$ cat src/rtl/stage_sequencer_pkg.sv
// Shared types and constants for the multi-cycle stage sequencer.
package seq_pkg;

  typedef enum logic [2:0] {
    ST_IDLE    = 3'd0,
    ST_FETCH   = 3'd1,
    ST_DECODE  = 3'd2,
    ST_EXECUTE = 3'd3,
    ST_MEM     = 3'd4,
    ST_WB      = 3'd5,
    ST_HALT    = 3'd6,
    ST_FAULT   = 3'd7
  } state_e;

  localparam logic [31:0] RESET_PC_DEFAULT = 32'h0000_0000;
  localparam logic [31:0] PC_INC           = 32'd4;

  // IDLE and the two terminal states are the only non-busy states.
  function automatic logic is_active(state_e s);
    return !(s inside {ST_IDLE, ST_HALT, ST_FAULT});
  endfunction

endpackage

$ cat src/rtl/stage_sequencer_if.sv
// Control bundle between the stage sequencer (master) and its datapath/memories (slave).
interface stage_sequencer_if;

  logic        start;
  logic        halt_req;
  logic        imem_ready;
  logic        dmem_ready;
  logic        branch;
  logic        alu_zero;
  logic        mem_read;
  logic        mem_write;
  logic        reg_write;
  logic [63:0] immediate;

  logic [31:0] pc;
  logic        ir_en;
  logic        dmem_en;
  logic        rf_we;
  logic        retire;
  logic [2:0]  state;
  logic        busy;
  logic        fault;
  logic [31:0] cycle_cnt;
  logic [31:0] instret_cnt;

  modport master (
    input  start, halt_req, imem_ready, dmem_ready,
    input  branch, alu_zero, mem_read, mem_write, reg_write, immediate,
    output pc, ir_en, dmem_en, rf_we, retire, state, busy, fault,
    output cycle_cnt, instret_cnt
  );

  modport slave (
    output start, halt_req, imem_ready, dmem_ready,
    output branch, alu_zero, mem_read, mem_write, reg_write, immediate,
    input  pc, ir_en, dmem_en, rf_we, retire, state, busy, fault,
    input  cycle_cnt, instret_cnt
  );

endinterface

$ cat src/rtl/stage_sequencer_wait_timer.sv
// Counts consecutive not-ready cycles; expire_o fires on the (WAIT_MAX+1)-th one.
module wait_timer #(
  parameter int unsigned WAIT_MAX = 15
) (
  input  logic clk,
  input  logic rst,
  input  logic wait_i,
  input  logic clear_i,
  output logic expire_o
);

  localparam int unsigned CW = $clog2(WAIT_MAX + 2);

  logic [CW-1:0] cnt_q, cnt_d;

  always_comb begin
    cnt_d = cnt_q;
    if (clear_i) begin
      cnt_d = '0;
    end else if (wait_i) begin
      cnt_d = cnt_q + 1'b1;
    end
  end

  always_ff @(posedge clk) begin
    if (!rst) begin
      cnt_q <= '0;
    end else begin
      cnt_q <= cnt_d;
    end
  end

  assign expire_o = wait_i && (cnt_q == CW'(WAIT_MAX));

endmodule

$ cat src/rtl/stage_sequencer.sv
// Multi-cycle FETCH/DECODE/EXECUTE/MEM/WB controller with wait timeout and branch-alignment fault.
// Optional performance counters are built only when STAGE_SEQ_PERF_EN is defined.
module stage_sequencer
  import seq_pkg::*;
#(
  parameter logic [31:0] RESET_PC = RESET_PC_DEFAULT,
  parameter int unsigned WAIT_MAX = 15
) (
  input logic        clk,
  input logic        rst,
  stage_sequencer_if.master bus
);

  state_e      state_q, state_d;
  logic [31:0] pc_q, pc_d;
  logic        waiting, expire, taken, misaligned, in_wb, busy;
  logic [31:0] target;
  logic        unused_imm_hi;

  assign unused_imm_hi = ^bus.immediate[63:32];

  assign taken      = bus.branch & bus.alu_zero;
  assign target     = pc_q + bus.immediate[31:0];
  assign misaligned = taken && (target[1:0] != 2'b00);
  assign waiting    = ((state_q == ST_FETCH) && !bus.imem_ready) ||
                      ((state_q == ST_MEM)   && !bus.dmem_ready);

  wait_timer #(.WAIT_MAX(WAIT_MAX)) u_wait_timer (
    .clk      (clk),
    .rst      (rst),
    .wait_i   (waiting),
    .clear_i  (state_d != state_q),
    .expire_o (expire)
  );

  always_comb begin
    state_d = state_q;
    pc_d    = pc_q;
    case (state_q)
      ST_IDLE: if (bus.start) begin
        state_d = ST_FETCH;
        pc_d    = RESET_PC;
      end
      ST_FETCH:   if (bus.imem_ready) state_d = ST_DECODE;
                  else if (expire)    state_d = ST_FAULT;
      ST_DECODE:  state_d = ST_EXECUTE;
      ST_EXECUTE: state_d = (bus.mem_read | bus.mem_write) ? ST_MEM : ST_WB;
      ST_MEM:     if (bus.dmem_ready) state_d = ST_WB;
                  else if (expire)    state_d = ST_FAULT;
      ST_WB: begin
        // A misaligned taken branch faults and leaves pc on the branch itself.
        if (misaligned) begin
          state_d = ST_FAULT;
        end else begin
          pc_d    = taken ? target : pc_q + PC_INC;
          state_d = bus.halt_req ? ST_HALT : ST_FETCH;
        end
      end
      default: state_d = state_q;
    endcase
  end

  always_ff @(posedge clk) begin
    if (!rst) begin
      state_q <= ST_IDLE;
      pc_q    <= RESET_PC;
    end else begin
      state_q <= state_d;
      pc_q    <= pc_d;
    end
  end

  // Retirement strobes are masked by reset so an abandoned WB never commits.
  assign in_wb       = rst && (state_q == ST_WB);
  assign busy        = is_active(state_q);
  assign bus.state   = state_q;
  assign bus.pc      = pc_q;
  assign bus.busy    = busy;
  assign bus.fault   = (state_q == ST_FAULT);
  assign bus.ir_en   = (state_q == ST_FETCH) && bus.imem_ready;
  assign bus.dmem_en = (state_q == ST_MEM);
  assign bus.rf_we   = in_wb && bus.reg_write;
  assign bus.retire  = in_wb && !misaligned;

`ifdef STAGE_SEQ_PERF_EN
  logic [31:0] cycle_cnt_q, instret_cnt_q;

  always_ff @(posedge clk) begin
    if (!rst) begin
      cycle_cnt_q   <= '0;
      instret_cnt_q <= '0;
    end else begin
      if (busy)       cycle_cnt_q   <= cycle_cnt_q + 32'd1;
      if (bus.retire) instret_cnt_q <= instret_cnt_q + 32'd1;
    end
  end

  assign bus.cycle_cnt   = cycle_cnt_q;
  assign bus.instret_cnt = instret_cnt_q;
`else
  assign bus.cycle_cnt   = '0;
  assign bus.instret_cnt = '0;
`endif

endmodule

$ cat src/flat_wrapper.sv
// flat-port wrapper written by rule: the top's interface ports become plain ports
module stage_sequencer_flat import seq_pkg::*;
#(
  parameter logic [31:0] RESET_PC = RESET_PC_DEFAULT,
  parameter int unsigned WAIT_MAX = 15
)
  (clk, rst, bus_start, bus_halt_req, bus_imem_ready, bus_dmem_ready, bus_branch, bus_alu_zero, bus_mem_read, bus_mem_write, bus_reg_write, bus_immediate, bus_pc, bus_ir_en, bus_dmem_en, bus_rf_we, bus_retire, bus_state, bus_busy, bus_fault, bus_cycle_cnt, bus_instret_cnt);
  stage_sequencer_if bus_i ();
  input logic clk;
  input logic rst;
  input wire logic [$bits(bus_i.start)-1:0] bus_start;
  input wire logic [$bits(bus_i.halt_req)-1:0] bus_halt_req;
  input wire logic [$bits(bus_i.imem_ready)-1:0] bus_imem_ready;
  input wire logic [$bits(bus_i.dmem_ready)-1:0] bus_dmem_ready;
  input wire logic [$bits(bus_i.branch)-1:0] bus_branch;
  input wire logic [$bits(bus_i.alu_zero)-1:0] bus_alu_zero;
  input wire logic [$bits(bus_i.mem_read)-1:0] bus_mem_read;
  input wire logic [$bits(bus_i.mem_write)-1:0] bus_mem_write;
  input wire logic [$bits(bus_i.reg_write)-1:0] bus_reg_write;
  input wire logic [$bits(bus_i.immediate)-1:0] bus_immediate;
  output wire logic [$bits(bus_i.pc)-1:0] bus_pc;
  output wire logic [$bits(bus_i.ir_en)-1:0] bus_ir_en;
  output wire logic [$bits(bus_i.dmem_en)-1:0] bus_dmem_en;
  output wire logic [$bits(bus_i.rf_we)-1:0] bus_rf_we;
  output wire logic [$bits(bus_i.retire)-1:0] bus_retire;
  output wire logic [$bits(bus_i.state)-1:0] bus_state;
  output wire logic [$bits(bus_i.busy)-1:0] bus_busy;
  output wire logic [$bits(bus_i.fault)-1:0] bus_fault;
  output wire logic [$bits(bus_i.cycle_cnt)-1:0] bus_cycle_cnt;
  output wire logic [$bits(bus_i.instret_cnt)-1:0] bus_instret_cnt;
  assign bus_i.start = bus_start;
  assign bus_i.halt_req = bus_halt_req;
  assign bus_i.imem_ready = bus_imem_ready;
  assign bus_i.dmem_ready = bus_dmem_ready;
  assign bus_i.branch = bus_branch;
  assign bus_i.alu_zero = bus_alu_zero;
  assign bus_i.mem_read = bus_mem_read;
  assign bus_i.mem_write = bus_mem_write;
  assign bus_i.reg_write = bus_reg_write;
  assign bus_i.immediate = bus_immediate;
  assign bus_pc = bus_i.pc;
  assign bus_ir_en = bus_i.ir_en;
  assign bus_dmem_en = bus_i.dmem_en;
  assign bus_rf_we = bus_i.rf_we;
  assign bus_retire = bus_i.retire;
  assign bus_state = bus_i.state;
  assign bus_busy = bus_i.busy;
  assign bus_fault = bus_i.fault;
  assign bus_cycle_cnt = bus_i.cycle_cnt;
  assign bus_instret_cnt = bus_i.instret_cnt;
  stage_sequencer #(.RESET_PC(RESET_PC), .WAIT_MAX(WAIT_MAX)) u_core (.clk(clk), .rst(rst), .bus(bus_i));
endmodule
$ cat config.mk
export PLATFORM = sky130hd
export DESIGN_NAME = stage_sequencer_flat
export DESIGN_NICKNAME = d
export VERILOG_FILES = /design/src/rtl/stage_sequencer_pkg.sv /design/src/rtl/stage_sequencer_if.sv /design/src/rtl/stage_sequencer_wait_timer.sv /design/src/rtl/stage_sequencer.sv /design/src/flat_wrapper.sv
export SDC_FILE = /design/constraint.sdc
export NUM_CORES = 1
export LEC_CHECK = 0
export ABC_CLOCK_PERIOD_IN_PS = 4550
export BUFFER_PORTS_ARGS = -buffer_cell sky130_fd_sc_hd__buf_2
export CAP_MARGIN = 20
export CORE_UTILIZATION = 48
export DETAILED_ROUTE_END_ITERATION = 7
export MAX_ROUTING_LAYER = met4
export PLACE_DENSITY = 0.83
export SLEW_MARGIN = 0
export SYNTH_ARGS = -nofsm -noshare
export SYNTH_HDL_FRONTEND = slang
export SYNTH_SLANG_ARGS = --single-unit
$ cat constraint.sdc
create_clock -name clk -period 4.55 [get_ports clk]
set_clock_uncertainty 0.15 [all_clocks]
set_input_delay 0.91 -clock clk [delete_from_list [all_inputs] [get_ports clk]]
set_output_delay 0.91 -clock clk [all_outputs]
set_load 0.02 [all_outputs]
==> flow_summary.json, run 1 <==
{
  "postCtsSetupRepairBufs": 0,
  "synth_warn": 0,
  "tritoncts": "done",
  "fill_cells": 874,
  "cts_repair_resize_count": 0,
  "combinational_family_with_the_most_area_after_synthesis": "compound AO/OA/AOI/OAI gates",
  "first_pass_grt_wire_length_um": 18900,
  "wl_per_cell_um": 14.7,
  "seq_area_frac_synth": 0.179,
  "maximum_number_of_pins_on_one_net_before_global_route_repair": 23,
  "failed_checks": "design-rule violations",
  "first_iteration_detailed_routing_drc_count": 247,
  "number_of_global_route_vias_before_repair": 4077,
  "share_comb_of_total_power": 0.256,
  "cell_count_after_synthesis": 612,
  "holdCritPathClass": "reg2reg",
  "tritonroute_pass_1_iters": 8,
  "maxSlewHeadroom": 0.424,
  "power.share.sequential": 0.441,
  "synth-edff-count": 0,
  "syn-cell-area_sq_um": 4460,
  "synth_async_sr_flop_share": 0,
  "power.internal_mw": 0.543,
  "synth_ff_type": "dfxtp_1",
  "synth_area_leaders": "dfxtp_1 18%, buf_4 11%, ha_1 9.5%",
  "sequential_cell_area_sq_um": 801,
  "io-pin-count": 180,
  "route.detailed.vias_per_inst": 5.72,
  "status": "complete, but fails checks",
  "grt.total_usage": 0.243,
  "placeable_area_sq_um": 8850,
  "drcViolationCount": 10,
  "synth_simple_gate_area_share": 0.214,
  "finalHoldViolations": 0,
  "final_antenna_net_count": 0,
  "worst_ep_required_time_ns": 3.49,
  "final_core_util": 0.543,
  "dr_total_vias": 4531,
  "htree_num_levels": 2,
  "fmax_mhz": 260,
  "synth.top_cells.by_count": "64 x buf_4, 57 x nand2_1, 55 x o21ai_0",
  "rsz0062_at_grt": "false",
  "grt_overflow_total": 0,
  "io_buffers": 83,
  "static-leakage-power_nw": 2.25,
  "post-dp-hpwl_um": 9200,
  "critPathKind": "in2out",
  "number_of_antenna_violations_at_the_first_check_in_global_routing": 0,
  "setup_viol": 0,
  "cp_max_fo": 8,
  "final.setup.worst_slack_ns": 0.697,
  "synthesis.area_per_instance_sq_um": 7.29,
  "clk_latency_worst_skew_pair_ns": 0.30,
  "dieWidth_um": 98.4,
  "power_density_nw_per_um2": 173,
  "min_path_cells": 2,
  "postCtsHoldBufs": 0,
  "synth-compound-area-share": 0.291,
  "multiInputGateArea_sq_um": 3250,
  "cts_max_path_buffers": 2,
  "path_clk_slew_ns": 0.08,
  "dp_worst_setup_slack_ns": 0.697,
  "category_of_the_worst_setup_path_capture_point": "primary output",
  "netlist.top_cell.by_area": "dfxtp_1",
  "clock_tree.root_cell": "clkbuf_8",
  "post_synthesis_share_of_cell_area_spent_on_xor_and_xnor_gates": 0.0687,
  "synthDominantCellAreaShare": 0.179,
  "total_net_switching_power_mw": 0.285,
  "critPathLaunchType": "input pin",
  "power.switching_fraction": 0.344,
  "timing_max_transition_violations_final": 0,
  "gp_congestion": 0.884,
  "tns_ns": 0,
  "worst_slew_pin_slew_ns": 0.864,
  "final_nets": 793,
  "n_antenna_cell": 0,
  "final.period_utilization": 0.847,
  "dp_cells": 784,
  "timing.critical_path.arrival_ns": 2.79,
  "post-synth-top-count-cell": "buf_4",
  "chipHeight_um": 98.4,
  "syn_to_final_growth_pct": 7.54,
  "synth_adder_area_share": 0.0998,
  "r2r.worst_path.cells": 11,
  "post_synthesis_mux_area_share": 0.00224,
  "final_cells": 792,
  "clockPowerShare": 0.303,
  "finalWorstPathRequiredPeriod_ns": 3.85,
  "maxCapViolations": 0,
  "drive_above_1_share": 0.161,
  "synth.lib_cells_used.distinct": 73,
  "cts_sinks": 40,
  "effective_utilization_at_floorplan": 0.505,
  "synth.ff_latch_count": 40,
  "core.rowCount": 34,
  "vdd.ir_drop.worst_v": 0.0000994,
  "fp.dieArea_sq_um": 9690,
  "wl_um": 11700,
  "tritoncts.num_buffers": 5
}
kinds of logic (layout without fill, tap and decap cells):
logic type,Yosys count,in the layout
compound gates,196,196
xor+xnor,35,35
fa+ha+maj,35,35
buf+inv,106,115
flops,40,40
mux,1,1
other cells,1,64
simple gates,198,198
final cells by class:
type                            instances  area share
Tap cell                              108      0.0281
Inverter                               20      0.0156
Multi-Input combinational cell        529       0.678
Sequential cell                        40       0.167
Timing Repair Buffer                   87      0.0928
Clock buffer                            8      0.0188
metrics by stage:
step | hold WS (ns) | area, sq um | power [mW]
after floorplan | 0.321 | 4700 | 0.572
after global placement | 0.286 | 4710 | 0.576
after detailed placement | 0.305 | 4710 | 0.582
after CTS | 0.316 | 4800 | 0.825
after global routing | 0.339 | 4800 | 0.866
final | 0.312 | 4800 | 0.829
power by group through the flow:
stage / Clock [mW] / Sequential (mW) / Combinational, mW
floorplan: 0 / 0.369 / 0.203
global placement: 0 / 0.372 / 0.203
detailed placement: 0 / 0.373 / 0.209
CTS: 0.250 / 0.365 / 0.210
global route: 0.266 / 0.367 / 0.233
finish: 0.251 / 0.365 / 0.213
per-layer routing:
metal  track usage  wire [um]  up-vias
met3        0.0291        565       18
met5             -          0        -
li1              -          -     2227
met2         0.422       5710      164
met4        0.0528        143        0
met1         0.303       5250     2122
final timing paths:
kind                                               startpoint                              to  slack (ns)
worst max-delay path                         bus_immediate[0]                      bus_retire        0.70
worst min-delay path            u_core.bus.pc[0]$_SDFFE_PN0P_   u_core.bus.pc[0]$_SDFFE_PN0P_        0.31
worst max register to register  u_core.bus.pc[0]$_SDFFE_PN0P_  u_core.bus.pc[24]$_SDFFE_PN0P_        1.31
worst min register to register  u_core.bus.pc[0]$_SDFFE_PN0P_   u_core.bus.pc[0]$_SDFFE_PN0P_        0.31
flip-flops by register name, indices dropped and copies added, names as in the netlist:
signal                     cells
u_core.bus.pc                 32
u_core.u_wait_timer.cnt_q      5
u_core.bus.state               3
critical path: stages:
cell      delay, ns
buf_2          0.10
ha_1           0.18
inv_1          0.07
fa_1           0.43
a21oi_1        0.33
nor3_1         0.14
nand2_1        0.13
clkinv_1       0.24
buf_2          0.26
cell usage in the layout (no fill, tap or decap), types with 12 or more instances in the layout:
cell	synthesis	final
dfxtp_1	40	40
inv_1	19	19
nand3_1	19	19
buf_2	5	83
a21o_1	15	15
nor2_1	51	51
xor2_1	16	16
and3_1	12	12
conb_1	1	64
nand2_1	57	57
xnor2_1	19	19
o21ai_0	55	55
a21oi_1	47	47
ha_1	34	34
nor3_1	15	15
Note: power is estimated with default switching activity, not from simulation.
==> inputs of run 2 (changes only) <==
Settings changed: ABC_AREA set to 1, ABC_CLOCK_PERIOD_IN_PS 4550 to 3900, PLACE_DENSITY 0.83 to 0.8.
Clock period 4.55 ns to 3.9 ns, I/O delays scaled along.
==> flow_summary.json, run 2 <==
{
  "status": "completed",
  "path_clk_slew_ns": 0.06,
  "number_of_antenna_violations_at_the_first_check_in_global_routing": 0,
  "fp.dieArea_sq_um": 12300,
  "io-pin-count": 180,
  "drcViolationCount": 0,
  "clock_tree.root_cell": "clkbuf_16",
  "power.internal_mw": 0.931,
  "seq_area_frac_synth": 0.141,
  "postCtsHoldBufs": 0,
  "synth-edff-count": 0,
  "final_nets": 1243,
  "netlist.top_cell.by_area": "nand2_1",
  "first_iteration_detailed_routing_drc_count": 600,
  "finalHoldViolations": 0,
  "tns_ns": 0,
  "synth.lib_cells_used.distinct": 42,
  "synthDominantCellAreaShare": 0.258,
  "timing.critical_path.arrival_ns": 2.44,
  "synth_async_sr_flop_share": 0,
  "synth.top_cells.by_count": "391 x nand2_1, 180 x inv_1, 100 x nor2_1",
  "effective_utilization_at_floorplan": 0.496,
  "syn-cell-area_sq_um": 5690,
  "n_antenna_cell": 0,
  "io_buffers": 83,
  "maxCapViolations": 0,
  "power.share.sequential": 0.305,
  "syn_to_final_growth_pct": 8.09,
  "layout_common_cells": "391 x nand2_1, 180 x inv_1, 100 x nor2_1",
  "chipHeight_um": 111,
  "cts_repair_resize_count": 0,
  "critPathKind": "in2out",
  "grt.total_usage": 0.260,
  "tritonroute_pass_1_iters": 7,
  "postCtsSetupRepairBufs": 0,
  "category_of_the_worst_setup_path_capture_point": "primary output",
  "holdCritPathClass": "reg2reg",
  "cp_slowest_cell": "fa_1",
  "largest_register_ff_count": 32,
  "htree_num_levels": 2,
  "gp_congestion": 0.956,
  "path_buf_inv": 4,
  "synth_ff_type": "dfxtp_1",
  "drive_above_1_share": 0.105,
  "dieWidth_um": 111,
  "first_pass_grt_wire_length_um": 25500,
  "setup_viol": 0,
  "share_comb_of_total_power": 0.403,
  "wl_um": 15700,
  "worst_slew_pin_slew_ns": 0.969,
  "core.rowCount": 39,
  "worstPathCellList": "buf_2 > ha_1 > inv_1 > fa_1 > a21oi_1 > nor2_4 > inv_4 > nor2_8 > buf_2",
  "post-dp-hpwl_um": 12900,
  "finalWorstPathRequiredPeriod_ns": 3.37,
  "synth_warn": 0,
  "fmax_mhz": 297,
  "power.switching_fraction": 0.422,
  "post-synth-top-count-cell": "nand2_1",
  "critPathLaunchType": "input pin",
  "static-leakage-power_nw": 3.51,
  "tritoncts": "done",
  "route.detailed.vias_per_inst": 4.97,
  "total_net_switching_power_mw": 0.679,
  "final_cells": 1277,
  "clk_latency_worst_skew_pair_ns": 0.29,
  "synth_area_leaders": "nand2_1 26%, dfxtp_1 14%, inv_1 12%",
  "rsz0062_at_grt": "false",
  "cts_max_path_buffers": 2,
  "power_density_nw_per_um2": 262,
  "worst_ep_required_time_ns": 2.97,
  "final_core_util": 0.536,
  "placeable_area_sq_um": 11500,
  "dp_cells": 1269,
  "timing.critical_path.slowest_cell_delay_ns": 0.50,
  "mostFrequentLayoutCell": "nand2_1",
  "fill_cells": 1200,
  "maximum_number_of_pins_on_one_net_before_global_route_repair": 34,
  "cp_max_fo": 13,
  "cts_sinks": 40,
  "number_of_global_route_vias_before_repair": 5635,
  "final.period_utilization": 0.864,
  "maxSlewHeadroom": 0.354,
  "tritoncts.num_buffers": 5,
  "critical_path.most_common_cell": "buf_2",
  "final_antenna_net_count": 0,
  "clockPowerShare": 0.293,
  "grt_overflow_total": 0,
  "synth.ff_latch_count": 40,
  "wl_per_cell_um": 12.3,
  "synthesis.area_per_instance_sq_um": 5.40,
  "dr_total_vias": 6349,
  "cell_count_after_synthesis": 1053,
  "worst_path_dominant_cell_family": "adder cells",
  "worst_r2r_setup_slack_ns": 1.15,
  "timing_max_transition_violations_final": 0,
  "vdd.ir_drop.worst_v": 0.000361,
  "report.power.total_mw": 1.61
}
run 2: changes by cell type after synthesis, moves of 6 or more:
| cell | before | now |
|---|---|---|
| nand3_1 | 19 | 70 |
| inv_1 | 19 | 180 |
| clkbuf_1 | 15 | 5 |
| a21oi_1 | 47 | 38 |
| and3_1 | 12 | 1 |
| nor2_1 | 51 | 100 |
| and2_1 | 8 | 2 |
| nand2_1 | 57 | 391 |
| a21oi_2 | 2 | 8 |
| a22oi_1 | 11 | 0 |
| xnor2_1 | 19 | 4 |
| o21a_1 | 10 | 0 |
| a21o_1 | 15 | 1 |
| o21ai_0 | 55 | 20 |
run 2: metal layers:
layer  track usage  wire length [um]  share of wire
met2         0.427              7080           0.45
met4        0.0880               442          0.028
met3        0.0284              1290          0.082
met5             -                 0              0
met1         0.331              6930           0.44
run 2: cell type report:
class                   instances  area [sq um]  share of cell area
well taps                     143           179              0.0291
inverters                     187           707               0.115
repair buffers                 84           423              0.0688
multi-input cells             815          3880               0.630
flip-flops and latches         40           801               0.130
clock buffers                   6           129              0.0210
clock inverters                 2          35.0             0.00570
run 2: tightest hold or removal path: stages (launching register included):
cell and delay (ns):
dfxtp_1 0.33, nand2_1 0.06, nor2_1 0.04
run 2: kinds of logic (layout without fill, tap and decap cells):
logic type	after synthesis	count (layout)	share of synthesized area
xor gates and xnor gates	18	18	0.0277
AOI/OAI and AO/OA	85	85	0.0851
other	1	64	0.000659
and+or+nand+nor	612	612	0.446
DFF	40	40	0.141
muxes	1	1	0.00176
buffers and inverters	261	279	0.219
adders and majority gates	35	35	0.0783
run 2: final timing paths:
check / start / endpoint / cells past startpoint
setup / recovery: bus_immediate[0] / bus_retire / 9
hold / removal: u_core.bus.pc[0]$_SDFFE_PN0P_ / u_core.bus.pc[0]$_SDFFE_PN0P_ / 2
setup reg to reg: u_core.bus.pc[0]$_SDFFE_PN0P_ / u_core.bus.pc[10]$_SDFFE_PN0P_ / 10
hold reg to reg: u_core.bus.pc[0]$_SDFFE_PN0P_ / u_core.bus.pc[0]$_SDFFE_PN0P_ / 2
run 2: power by group through the flow:
stage | logic [mW] | registers (mW) | clock network [mW]
3_5_place_dp | 0.645 | 0.498 | 0
3_3_place_gp | 0.636 | 0.498 | 0
4_1_cts | 0.647 | 0.490 | 0.471
6_report | 0.648 | 0.490 | 0.471
5_1_grt | 0.721 | 0.495 | 0.488
2_1_floorplan | 0.534 | 0.506 | 0
run 2: through the flow:
stage	hold slack, ns	worst slack, ns	cell area [sq um]
5_1_grt	0.340	0.446	6150
2_1_floorplan	0.342	0.854	5930
3_3_place_gp	0.299	0.574	5990
4_1_cts	0.316	0.548	6150
3_5_place_dp	0.306	0.558	5990
6_report	0.315	0.530	6150
